--- src/rtl/register_file_mp.sv ---
// Multi-port register file with optional same-cycle write-to-read bypass and a
// per-register busy scoreboard for RAW hazard detection in decode.
module register_file_mp #(
  parameter int DATA_W   = 32,
  parameter int NUM_REGS = 32,
  parameter int NUM_RD   = 2,
  parameter int NUM_WR   = 1,
  parameter int BYPASS   = 1,
  localparam int AW      = $clog2(NUM_REGS)
) (
  input  logic                     CLK,
  input  logic                     RST,
  input  logic [NUM_WR-1:0]        wen,
  input  logic [NUM_WR*AW-1:0]     wsel,
  input  logic [NUM_WR*DATA_W-1:0] wdat,
  input  logic [NUM_RD*AW-1:0]     rsel,
  output logic [NUM_RD*DATA_W-1:0] rdat,
  output logic [NUM_RD-1:0]        rrdy,
  input  logic                     iss_en,
  input  logic [AW-1:0]            iss_sel,
  output logic [NUM_REGS-1:0]      busy
);

  logic [DATA_W-1:0]   regs_q [NUM_REGS];
  logic [DATA_W-1:0]   regs_d [NUM_REGS];
  logic [NUM_REGS-1:0] busy_q;
  logic [NUM_REGS-1:0] busy_d;

  logic [AW-1:0]     wsel_a [NUM_WR];
  logic [DATA_W-1:0] wdat_a [NUM_WR];
  logic [AW-1:0]     rsel_a [NUM_RD];

  always_comb begin
    for (int i = 0; i < NUM_WR; i++) begin
      wsel_a[i] = wsel[i*AW +: AW];
      wdat_a[i] = wdat[i*DATA_W +: DATA_W];
    end
    for (int j = 0; j < NUM_RD; j++) begin
      rsel_a[j] = rsel[j*AW +: AW];
    end
  end

  // Ports are scanned low to high so the highest-indexed writer to a register wins.
  // NOTE: every always_comb output starts from a full default so no path can infer a latch.
  always_comb begin
    regs_d = regs_q;
    for (int i = 0; i < NUM_WR; i++) begin
      if (wen[i] && (wsel_a[i] != '0)) begin
        regs_d[wsel_a[i]] = wdat_a[i];
      end
    end
  end

  // Writeback clears first, issue then sets, so a new producer keeps ownership.
  always_comb begin
    busy_d = busy_q;
    for (int i = 0; i < NUM_WR; i++) begin
      if (wen[i]) begin
        busy_d[wsel_a[i]] = 1'b0;
      end
    end
    if (iss_en) begin
      busy_d[iss_sel] = 1'b1;
    end
    busy_d[0] = 1'b0;
  end

  // NOTE: the storage array is reset here because the core relies on all
  // architectural registers reading 0 after reset; non-blocking assignments
  // keep every flop updating from pre-edge values.
  always_ff @(posedge CLK) begin
    if (RST) begin
      for (int r = 0; r < NUM_REGS; r++) begin
        regs_q[r] <= '0;
      end
      busy_q <= '0;
    end else begin
      regs_q <= regs_d;
      busy_q <= busy_d;
    end
  end

  // Register 0 is never written, so its storage stays at the reset value of 0.
  always_comb begin
    rdat = '0;
    rrdy = '0;
    for (int j = 0; j < NUM_RD; j++) begin
      logic              hit;
      logic [DATA_W-1:0] val;
      hit = 1'b0;
      val = regs_q[rsel_a[j]];
      if (BYPASS != 0) begin
        for (int i = 0; i < NUM_WR; i++) begin
          if (wen[i] && (wsel_a[i] == rsel_a[j]) && (rsel_a[j] != '0)) begin
            hit = 1'b1;
            val = wdat_a[i];
          end
        end
      end
      rdat[j*DATA_W +: DATA_W] = val;
      rrdy[j] = ~busy_q[rsel_a[j]] | hit;
    end
  end

  assign busy = busy_q;

endmodule
--- config.mk ---
export PLATFORM = sky130hd
export DESIGN_NAME = register_file_mp
export DESIGN_NICKNAME = d
export VERILOG_FILES = /design/src/rtl/register_file_mp.sv
export SDC_FILE = /design/constraint.sdc
export NUM_CORES = 2
export LEC_CHECK = 0
export CORE_MARGIN = 8
export CORE_UTILIZATION = 24
export DETAILED_ROUTE_END_ITERATION = 10
export MAX_ROUTING_LAYER = met4
export SKIP_CTS_REPAIR_TIMING = 1
export SLEW_MARGIN = 20
export SYNTH_ARGS = -nofsm -noshare
export SYNTH_HDL_FRONTEND = slang
export SYNTH_SLANG_ARGS = --single-unit
export TNS_END_PERCENT = 100
--- constraint.sdc ---
create_clock -name CLK -period 4.15 [get_ports CLK]
set_input_delay 0.6225 -clock CLK [delete_from_list [all_inputs] [get_ports CLK]]
set_output_delay 0.6225 -clock CLK [all_outputs]
set_load 0.05 [all_outputs]
==> impl_results.md <==
- Outcome: completed
- Syn Inst Count: 6,078
- Final hold viol count: 0
- Clock share of power: 42.9%
- Measured slew at the worst slew-check pin: 1.17 ns
- Clock buffer depth: 3
- Top post-synthesis cells by area: dfxtp_1, mux4_2, nand2_1
- Distinct cells, synth: 42
- Register bit total from synthesis: 1,055
- Vias: 49,023
- DR vias/cell: 5.46
- Clock sinks: 1,055
- Power Internal: 0.0164 W
- Mapped Area: 53,300 um2
- CP Launch Type: input pin
- Area Growth Syn to Fin: 16.9%
- Max Cap Viol: 0
- Synthesized Nets: 6,134
- Top FF cell, synth: dfxtp_1
- Num ports: 154
- 1st-iter DRT viols: 6,952
- Design Area, Final: 62,300 um2
- Sequential area share after synthesis: 39.6%
- Nets: 5,980
- Gr usage total: 18.1%
- Final setup TNS: 0 ns
- Root buffer cell: clkbuf_16
- Crit path max-delay cell type: clkdlybuf4s50_1
- Slew HR: 21.6%
- Met2 GRT Util: 28.4%
- Placer Congestion: 0.942
- Max VDD drop: 0.000319 V
- Crit share post-route: 99.5%
- Die W: 487 um
- Worst path cell trace: clkdlybuf4s50_1 -> nor2_1 -> nand2_1 -> buf_12 -> buf_4 -> o22ai_1 -> or4_1 -> o21ai_0 -> buf_4 -> buf_12
- Avg Cell Area, Syn: 8.77 um2
- Slowest cell delay on critical path: 0.78 ns
- Pleak: 19.8 nW
- Starting density of the core: 24.1%
- Crit-path max FO: 27
- RSZ-0062 raised after global routing: false
- Die area: 238,000 um2
- Core Area: 222,000 um2
- Drt pass-1 iters: 7
- WP data arrival: 3.51 ns
- Async S/R FF share, synth: 0%
- Post-DP Area: 58,900 um2
- Met1 Track Usage GR: 21.0%
- Post-synth EDFFs: 0
- Setup CP Type: input pin to primary output
- Sw power: 0.00619 W
- CP endpoint kind: primary output
- Antenna Violating Nets Remaining: 0
- Minimum clock period: 4.13 ns
- First-pass GRT wire length: 319,000 um
- CP required: 3.53 ns
- Fmax: 242 MHz
- DRC Markers: 0
- H-tree depth: 3
- Routed wire per std cell: 24.6 um
- CTS tree: done
- YS warnings: 0
- Most used routing layer: met2
- Worst-Skew Late Latency: 0.71 ns
- Final setup viols: 0
- Rows: 173
- Worst Hold Class: input pin to flop
- Pin count of the biggest net entering global routing: 156
- Initial antenna violation count: 3
- WL final: 221,000 um
- Chip height: 487 um
- Port Buffer Count: 152
- Layout cells sized above 1: 17.2%
- Flop pwr share: 45.4%
- Combinational share of power: 11.7%
- Clock skew: 0 ns
- Final Max Tran Viols: 0
- Switching Fraction: 27.4%
- Met3 Use GR: 3.29%
- Cell taking the most area after synthesis: dfxtp_1
- PwrDens: 363 nW/um2
- Area share of the leading cell type in the synthesized netlist: 39.6%
- Total grt overflow: 0
- Vias in the first global route: 46,947
- Post-DP HPWL: 136,000 um
- Hold_ws: 0.343 ns
- Clock buffer count from CTS: 101
- Clk slew on worst S/H paths: 0.06 ns
[metal layers]
metal / vias to the layer above / share of wire, %
met5: - / 0
met4: 0 / 8.3
met3: 873 / 10
met2: 3226 / 46
met1: 23896 / 36
li1: 21028 / -
[flip-flops by register name, indices dropped and copies added (netlist names)]
signal,count
busy,31
regs_q,1024
[worst max-delay path, delay by kind of cell]
| kind | cells | cell delay, ns |
|---|---|---|
| buffers and inverters | 5 | 1.52 |
| and+or+nand+nor | 3 | 0.74 |
| AOI/OAI and AO/OA | 2 | 0.56 |
[cells in the mapped netlist, drive strengths merged, types with 31 or more instances]
library cell and instances:
dfxtp 1055, a211o 31, nor2b 37, mux4 466
and2 32, o21ai 34, nand2 2061, or4 32
nor3 36, clkbuf 467, a21oi 1028, mux2i 159
buf 186, o22ai 155, a211oi 64, nor2 74
o221ai 64, a22oi 32
[area by class of cell]
| class | count | area, um2 |
|---|---|---|
| clock inverter | 42 | 499 |
| tap | 2975 | 3720 |
| multi-input combinational | 4366 | 29600 |
| inverter | 4 | 17.5 |
| sequential | 1055 | 21100 |
| fill | 23202 | 159000 |
| timing repair buffer | 396 | 4400 |
| antenna | 3 | 7.51 |
| clock buffer | 142 | 2910 |
[logic make-up after synthesis]
| logic type | count (synthesis) | synth area share [%] |
|---|---|---|
| AOI/OAI and AO/OA | 1412 | 14.8 |
| DFF | 1055 | 39.6 |
| other | 1 | 0.00703 |
| buffers and inverters | 657 | 5.50 |
| and+or+nand+nor | 2314 | 17.2 |
| xor gates and xnor gates | 8 | 0.131 |
| muxes | 631 | 22.8 |
[stage by stage]
stage	setup slack, ns	cells	utilization, %	power, W
2_1_floorplan	0.472	6078	-	0.0120
3_3_place_gp	-0.249	8796	26.6	0.0130
3_5_place_dp	-0.138	8796	26.6	0.0131
4_1_cts	-0.150	8980	28.1	0.0226
5_1_grt	0.00678	8983	28.1	0.0231
6_report	0.0207	8983	28.1	0.0226
[layout by cell type, fill, tap and decap left out, types with 4 or more instances in the layout]
master,count
a22oi_1,32
buf_12,95
mux2i_1,159
and3b_1,4
nor3_1,35
xnor2_1,8
dfxtp_1,1055
clkbuf_16,101
or4_1,32
nand3b_1,7
o21ai_0,32
a21oi_1,1027
nand3_1,6
nor2_4,31
nor2b_1,37
nand2_2,33
clkdlybuf4s50_1,79
mux2_2,6
o221ai_1,64
nand2_1,2028
clkbuf_8,23
and2_1,32
buf_4,217
clkinv_2,19
buf_8,5
and3_1,5
mux4_2,466
clkinvlp_4,4
a211oi_1,63
a211o_1,31
clkbuf_1,18
nor3b_1,8
clkinv_4,5
bufinv_16,6
o22ai_1,155
nor2_1,43
[power by group through the flow]
stage	clock [W]	combinational (W)	sequential, W
floorplan	0	0.00148	0.0105
global placement	0	0.00257	0.0105
global route	0.0102	0.00270	0.0103
detailed placement	0	0.00258	0.0105
CTS	0.00978	0.00259	0.0102
finish	0.00970	0.00264	0.0103
[final timing paths]
path,depth (start not counted),slack (ns),start,to
min reg2reg,2,0.47,regs_q[782],regs_q[782]
max,10,0.02,rsel[4],rdat[13]
min,2,0.34,RST,regs_q[728]
max reg2reg,2,3.39,busy[22],busy[22]
No activity file was read; power rests on OpenSTA's default activity.
